--- config.mk ---
export PLATFORM = sky130hd
export DESIGN_NAME = inst_queue
export DESIGN_NICKNAME = d
export VERILOG_FILES = /design/src/rtl/cpu_params_pkg.sv /design/src/rtl/cpu_structs_pkg.sv /design/src/rtl/inst_queue.sv
export SDC_FILE = /design/constraint.sdc
export NUM_CORES = 1
export LEC_CHECK = 0
export CORE_ASPECT_RATIO = 1.25
export CORE_MARGIN = 2
export CORE_UTILIZATION = 50
export CTS_CLUSTER_DIAMETER = 30
export CTS_CLUSTER_SIZE = 8
export DETAILED_ROUTE_END_ITERATION = 8
export MAX_ROUTING_LAYER = met4
export PLACE_DENSITY_LB_ADDON = 0.1
export SYNTH_ARGS = -nofsm -noshare
export SYNTH_HDL_FRONTEND = slang
export SYNTH_SLANG_ARGS = --single-unit
--- constraint.sdc ---
create_clock -name clk_in -period 7 [get_ports clk_in]
set_clock_uncertainty 0.1 [all_clocks]
set_input_delay 1.75 -clock clk_in [delete_from_list [all_inputs] [get_ports clk_in]]
set_output_delay 1.75 -clock clk_in [all_outputs]
set_load 0.03 [all_outputs]
--- src/rtl/cpu_params_pkg.sv ---
// Core-wide sizing constants shared by the fetch/decode front end.
package cpu_params_pkg;
  localparam int XLEN          = 32;
  localparam int PC_SZ         = 32;
  localparam int FETCH_Q_DEPTH = 4;
endpackage

--- src/rtl/cpu_structs_pkg.sv ---
// Fetch-to-decode payload types; the queue entry and decode view share one layout.
package cpu_structs_pkg;
  import cpu_params_pkg::*;

  typedef struct packed {
    logic [XLEN-1:0]  instruction;
    logic [PC_SZ-1:0] pc;
  } IP_DATA;

  typedef struct packed {
    IP_DATA           ipd;
    logic [PC_SZ-1:0] predicted_addr;
  } Q_DATA;

  typedef struct packed {
    IP_DATA           ipd;
    logic [PC_SZ-1:0] predicted_addr;
  } FET_2_DEC;
endpackage

--- src/rtl/inst_queue.sv ---
// Instruction queue between fetch and decode: registered-flag FIFO, one-cycle
// write-to-read latency, flush for redirects. Storage is not reset.
module inst_queue
  import cpu_params_pkg::*;
  import cpu_structs_pkg::*;
#(
  parameter int DEPTH = FETCH_Q_DEPTH
) (
  input  logic                     clk_in,
  input  logic                     reset_in,
  input  logic                     flush_in,
  input  logic                     wr_valid_in,
  input  Q_DATA                    wr_data_in,
  output logic                     wr_rdy_out,
  output logic                     rd_valid_out,
  output FET_2_DEC                 rd_data_out,
  input  logic                     rd_rdy_in,
  output logic [$clog2(DEPTH):0]   count_out
);
  localparam int PW = $clog2(DEPTH);
  localparam int CW = PW + 1;
  localparam logic [CW-1:0] FULL = CW'(DEPTH);

  Q_DATA         mem [DEPTH];
  logic [PW-1:0] rd_ptr, wr_ptr;
  logic [CW-1:0] count;
  logic          push, pop;

  // Flags depend only on count, so ready/valid never see the opposite handshake.
  assign wr_rdy_out   = (count < FULL);
  assign rd_valid_out = (count != '0);
  assign count_out    = count;

  assign push = wr_valid_in & wr_rdy_out   & ~flush_in;
  assign pop  = rd_rdy_in   & rd_valid_out & ~flush_in;

  always_comb begin
    rd_data_out                 = '0;
    rd_data_out.ipd.instruction = mem[rd_ptr].ipd.instruction;
    rd_data_out.ipd.pc          = mem[rd_ptr].ipd.pc;
    rd_data_out.predicted_addr  = mem[rd_ptr].predicted_addr;
  end

  always_ff @(posedge clk_in) begin
    if (push && !reset_in) mem[wr_ptr] <= wr_data_in;
  end

  // Pointers wrap for free since DEPTH is a power of two.
  always_ff @(posedge clk_in) begin
    if (reset_in || flush_in) begin
      rd_ptr <= '0;
      wr_ptr <= '0;
      count  <= '0;
    end else begin
      if (push) wr_ptr <= wr_ptr + 1'b1;
      if (pop)  rd_ptr <= rd_ptr + 1'b1;
      case ({push, pop})
        2'b10:   count <= count + 1'b1;
        2'b01:   count <= count - 1'b1;
        default: count <= count;
      endcase
    end
  end
endmodule

==> Word level (Yosys, flattened, before mapping) <==
Memories as Yosys holds them, arrays and structs flattened. A register that Yosys moved wholly into a read port is not among the register bits.
Cells that the tools add are included.
{ "op_classes": {"n_addsub": 4, "magnitude_cmp": 1, "n_eq_ne": 2, "n_mux": 5, "n_bitwise": 5, "reduce_logical": 5} }
{ "ops": {"columns": ["op", "n"], "rows": [
  ["3-bit one-hot mux with 2 select lines", 1],
  ["2-bit by 1-bit adder with 2-bit output, second input constant", 2],
  ["1-bit AND", 4],
  ["2-bit 2-to-1 mux", 2],
  ["3-bit by 1-bit adder with 3-bit output, second input constant", 1],
  ["3-bit < comparator, second input constant", 1],
  ["3-bit nonzero test", 1],
  ["3-bit by 1-bit subtractor with 3-bit output, second input constant", 1],
  ["2-bit by 1-bit == test with 1-bit output, second input constant", 1],
  ["2-bit == test, second input constant", 1],
  ["1-bit 2-to-1 mux", 2],
  ["2-bit nonzero test", 1],
  ["1-bit logical AND", 1],
  ["1-bit logical NOT", 1],
  ["1-bit logical OR", 1],
  ["1-bit NOT", 1]
]} }
{ "totals": {"reg_bits": 7, "mem_bits_rw": 384, "output_inout_bits": 101, "word_cells": 26, "mem_count": 1} }
{ "mem_list": {"columns": ["name", "words", "word_bits", "rd", "rd_clocked_by_memory_dff", "wr", "line_no", "rtl"], "rows": [
  ["mem", 4, 96, 1, 1, 1, "inst_queue.sv:24", "Q_DATA mem [DEPTH];"]
]} }

==> Longest topological paths before layout <==
{ "depth": {"word_depth": 6, "depth_mapped": 9} }

==> Worst setup path before layout <==
No wires, ideal clock.
{ "synth_timing": {"path_type": "input to register", "start": "input port wr_valid_in", "end": "memory mem[0][0] (netlist name), enable pin", "setup_time_ns": 0.466, "arrival_time_ns": 4.404, "required_time_ns": 6.434, "setup_slack_ns": 2.030, "stages": 3, "n_path_buf": 1, "path_cell_list": "nor2b_1 clkbuf_1 and3_1"} }
{ "synth_between": {"elab_chain_cells": 5} }
{ "synth_lines": {"columns": ["item", "line_no", "rtl"], "rows": [
  ["start: declaration", "inst_queue.sv:12", "input logic wr_valid_in,"],
  ["1-bit AND (2 in a row)", "inst_queue.sv:34", "assign push = wr_valid_in & wr_rdy_out & ~flush_in;"],
  ["1-bit logical AND", "inst_queue.sv:45", "if (push && !reset_in) mem[wr_ptr] <= wr_data_in;"],
  ["1-bit 2-to-1 mux", "inst_queue.sv:45", null],
  ["1-bit 2-to-1 mux (implied by the code)", "inst_queue.sv:45", null],
  ["end: declaration", "inst_queue.sv:24", null]
]} }
Every way passes these cells.

==> impl_metrics.csv <==
group,metric,value,unit
setup_path,arrival,3220,ps
final_layout,mostFrequentLayoutCells,"edfxtp_1, clkdlybuf4s50_1, mux4_2, clkbuf_16, clkbuf_1",
setup_path,slowest_delay,840,ps
pwr,seq_power_share,44.7,%
global_route,grt.total_usage,19.4,%
sta,max_freq,0.197,GHz
floorplanning,std_cell_rows,69,
synth,complex_gate_fraction_of_the_synthesized_area,0.218,%
synth,yosys.area.top_type,"edfxtp_1",
clock_tree,tritoncts.num_buffers,69,
global_route,grt.overflow.total,0,
setup_path,critPathKind,"flop to output pin",
synth,yosys.area_share.adder,0.576,%
global_route,grt_start_max_net_pins,77,
synth,synth.area.top_cells,"edfxtp_1, mux4_2, dfxtp_1, ha_1, buf_8",
drt,num_vias,6673,
status,run_status,"complete, no violations",
synth,synth_mux_area_share,15.2,%
drt,route.detailed.vias_per_inst,5.54,
setup_path,worst_r2r_path_depth,3,
setup_path,worst-path-max-fanout,60,
floorplanning,floorplan.initialDensity,50.6,%
pwr,internal_power,0.00473,W
clock_tree,number_of_clock_sinks,393,
drt,drt-total-wl,27600,um
clock_tree,clock_pin_slew_on_the_worst_setup_and_hold_paths,40,ps
global_route,via_count_of_the_first_global_routing_pass,7456,
setup_path,timing.critical_path.cells,"buf_12 -> mux4_2 -> clkdlybuf4s50_1",
synth,synth_sequential_area_ratio,81.7,%
clock_tree,post_cts_resized,0,
pwr,power.switching,0.00114,W
synth,postSynthNetCount,662,
setup_path,worst_setup_path_end_kind,"output pin",
setup_path,critPathRequiredTime,5150,ps
global_route,antenna_found_initial,1,
job,max_cap_violations,0,
synth,synth_top_area_share,80.5,%
drt,route.detailed.wl_per_inst,22.9,um
drt,antenna_left,0,
synth,synthXorXnorAreaFrac,0.306,%
final_layout,layout.nets,916,
clock_tree,clk_root_buffer_cell,"clkbuf_16",
sta,unrepaired_setup_endpoints_after_global_routing,"false",
place,dp.cells,1093,
worst_hold_path,holdCritPathClass,"flop to flop",
synth,post_synth_instance_area,14300,sq um
final_layout,drive_gt1_share,23.9,%
clock_tree,cts_hold_buffers,0,
pwr,static-leakage-power,6.00,nW
drt,initial_drc_count,374,
synth,synth.distinct_cells,25,
clock_tree,tritoncts_clock_tree,"yes",
synth,synthesis.area_per_instance,25.8,sq um
pwr,vdd_ir_drop_max,0.187,mV
drt,highest-signal-layer,"met4",
pwr,clock_power_share,51.6,%
worst_hold_path,hold_path_depth,2,
drt,drt_pass1_iterations,4,
drt,drcViolationCount,0,
floorplanning,overall_die_width,155,um
global_route,grt_first_pass_wirelength,42400,um
floorplanning,floorplan.core_area,28300,sq um
floorplanning,top_level_ports,202,
pwr,power_density,312,nW/um^2
drt,met1Wirelength,10900,um
place,detailed_place_hpwl,15600,um
sta,worst_slew_pin_slew,1180,ps
drt,dr_wl_met3,1750,um
clock_tree,clk-insertion-delay-late,560,ps
clock_tree,cts.htree.levels,3,
sta,fin_setup_tns,0,ps
synth,yosys_warnings,0,
place,port-buffer-count,201,
sta,final.min_clock_period,5070,ps
final_layout,final_common_cell,"edfxtp_1",
sta,report.final.slew_viol_count,0,
sta,tcrit_tclk_final,72.5,%
synth,ys_seq_elements,393,
sta,final-hold-violation-count,0,
floorplanning,fp.dieH,193,um
synth,main_combinational_cell_family_by_area_after_synthesis,"multiplexers",
floorplanning,floorplan.die_area,30000,sq um
synth,netlist_instances,555,
setup_path,critical_path.startpoint_type,"flop",
final_layout,fin_cells,1204,
final_layout,synthToLayoutAreaGrowth,31.4,%
pwr,switching_share,19.5,%
pwr,power_frac_comb,3.7,%
clock_tree,postCtsSetupBuffers,0,
setup_path,critPathSlowestCell,"dfxtp_4",
drt,wl_met2,14500,um
clock_tree,cts.path.max_buffers,3,
place,routabilityCongestion,0.706,
sta,setup-violations-final,0,
sta,worst_slew_margin_rel,21.5,%
synth,post_synth_and_or_nand_nor_area_fraction,0.646,%
==> metal layers <==
metal / global-route usage [%] / vias up
met5: - / -
met1: 23.6 / 3504
li1: - / 2901
met2: 32.1 / 229
met3: 4.93 / 39
met4: 6.59 / 0
==> cells by family after synthesis <==
family,count (synthesis)
AOI/OAI and AO/OA,5
xor gates and xnor gates,5
adders and majority gates,6
buffers and inverters,30
DFF,393
muxes,97
and+or+nand+nor,19
==> state kept, by name (all words and copies together), names as in the netlist, named ones only <==
register	flops
mem	384
count_out	3
rd_ptr	2
wr_ptr	2
==> Yosys cell counts <==
library cell and number:
edfxtp_1 384, mux4_2 96, buf_2 11, nor2_1 10, dfxtp_1 9, clkbuf_1 7
inv_1 6, ha_1 5, and3_1 4, buf_8 4, xor2_1 4, a21oi_1 2
buf_12 1, buf_6 1, fa_1 1, mux2i_1 1, nand2b_1 1, nand3_1 1
nor2b_1 1, o21ai_0 1, o311ai_0 1, o31ai_1 1, or2_2 1, or3_1 1
xnor2_1 1
==> power groups by stage <==
stage	Sequential (W)	Clock, W	Combinational [W]
6_report	0.00262	0.00303	0.000215
5_1_grt	0.00262	0.00319	0.000227
4_1_cts	0.00262	0.00308	0.000218
3_5_place_dp	0.00267	0	0.000217
3_3_place_gp	0.00266	0	0.000211
2_1_floorplan	0.00267	0	0.0000875
==> layout make-up <==
type / count / area (sq um)
sequential: 393 / 11700
timing repair buffer: 207 / 2070
clock buffer: 86 / 1900
fill: 1841 / 9490
inverter: 6 / 22.5
multi-input combinational: 132 / 2440
tap: 355 / 444
clock inverter: 24 / 233
antenna: 1 / 2.50
==> critical path: cells and delay by family (launching register included) <==
| kind | cells | cell delay (ps) |
|---|---|---|
| mux | 1 | 620 |
| flops | 1 | 840 |
| buf+inv | 2 | 1110 |
==> final timing paths <==
path / slack (ps) / to / startpoint
worst min register to register: 420 / flop / rd_ptr[0]
worst max register to register: 4120 / mem[2][54] / count_out[2]
worst min-delay path: 420 / flop / rd_ptr[0]
worst max-delay path: 1930 / rd_data_out[25] / flop
==> through the flow <==
step / cell area (sq um) / hold slack [ps] / utilization [%] / power (W) / setup slack (ps)
final: 18800 / 423 / 66.5 / 0.00587 / 1930
after detailed placement: 16700 / 405 / 59.0 / 0.00288 / 2250
after global placement: 16700 / 409 / 59.0 / 0.00287 / 2310
after global routing: 18800 / 460 / 66.5 / 0.00604 / 1720
after floorplan: 14300 / 385 / - / 0.00275 / 2030
after CTS: 18800 / 426 / 66.5 / 0.00592 / 1820
(Power assumes the default switching activity.)
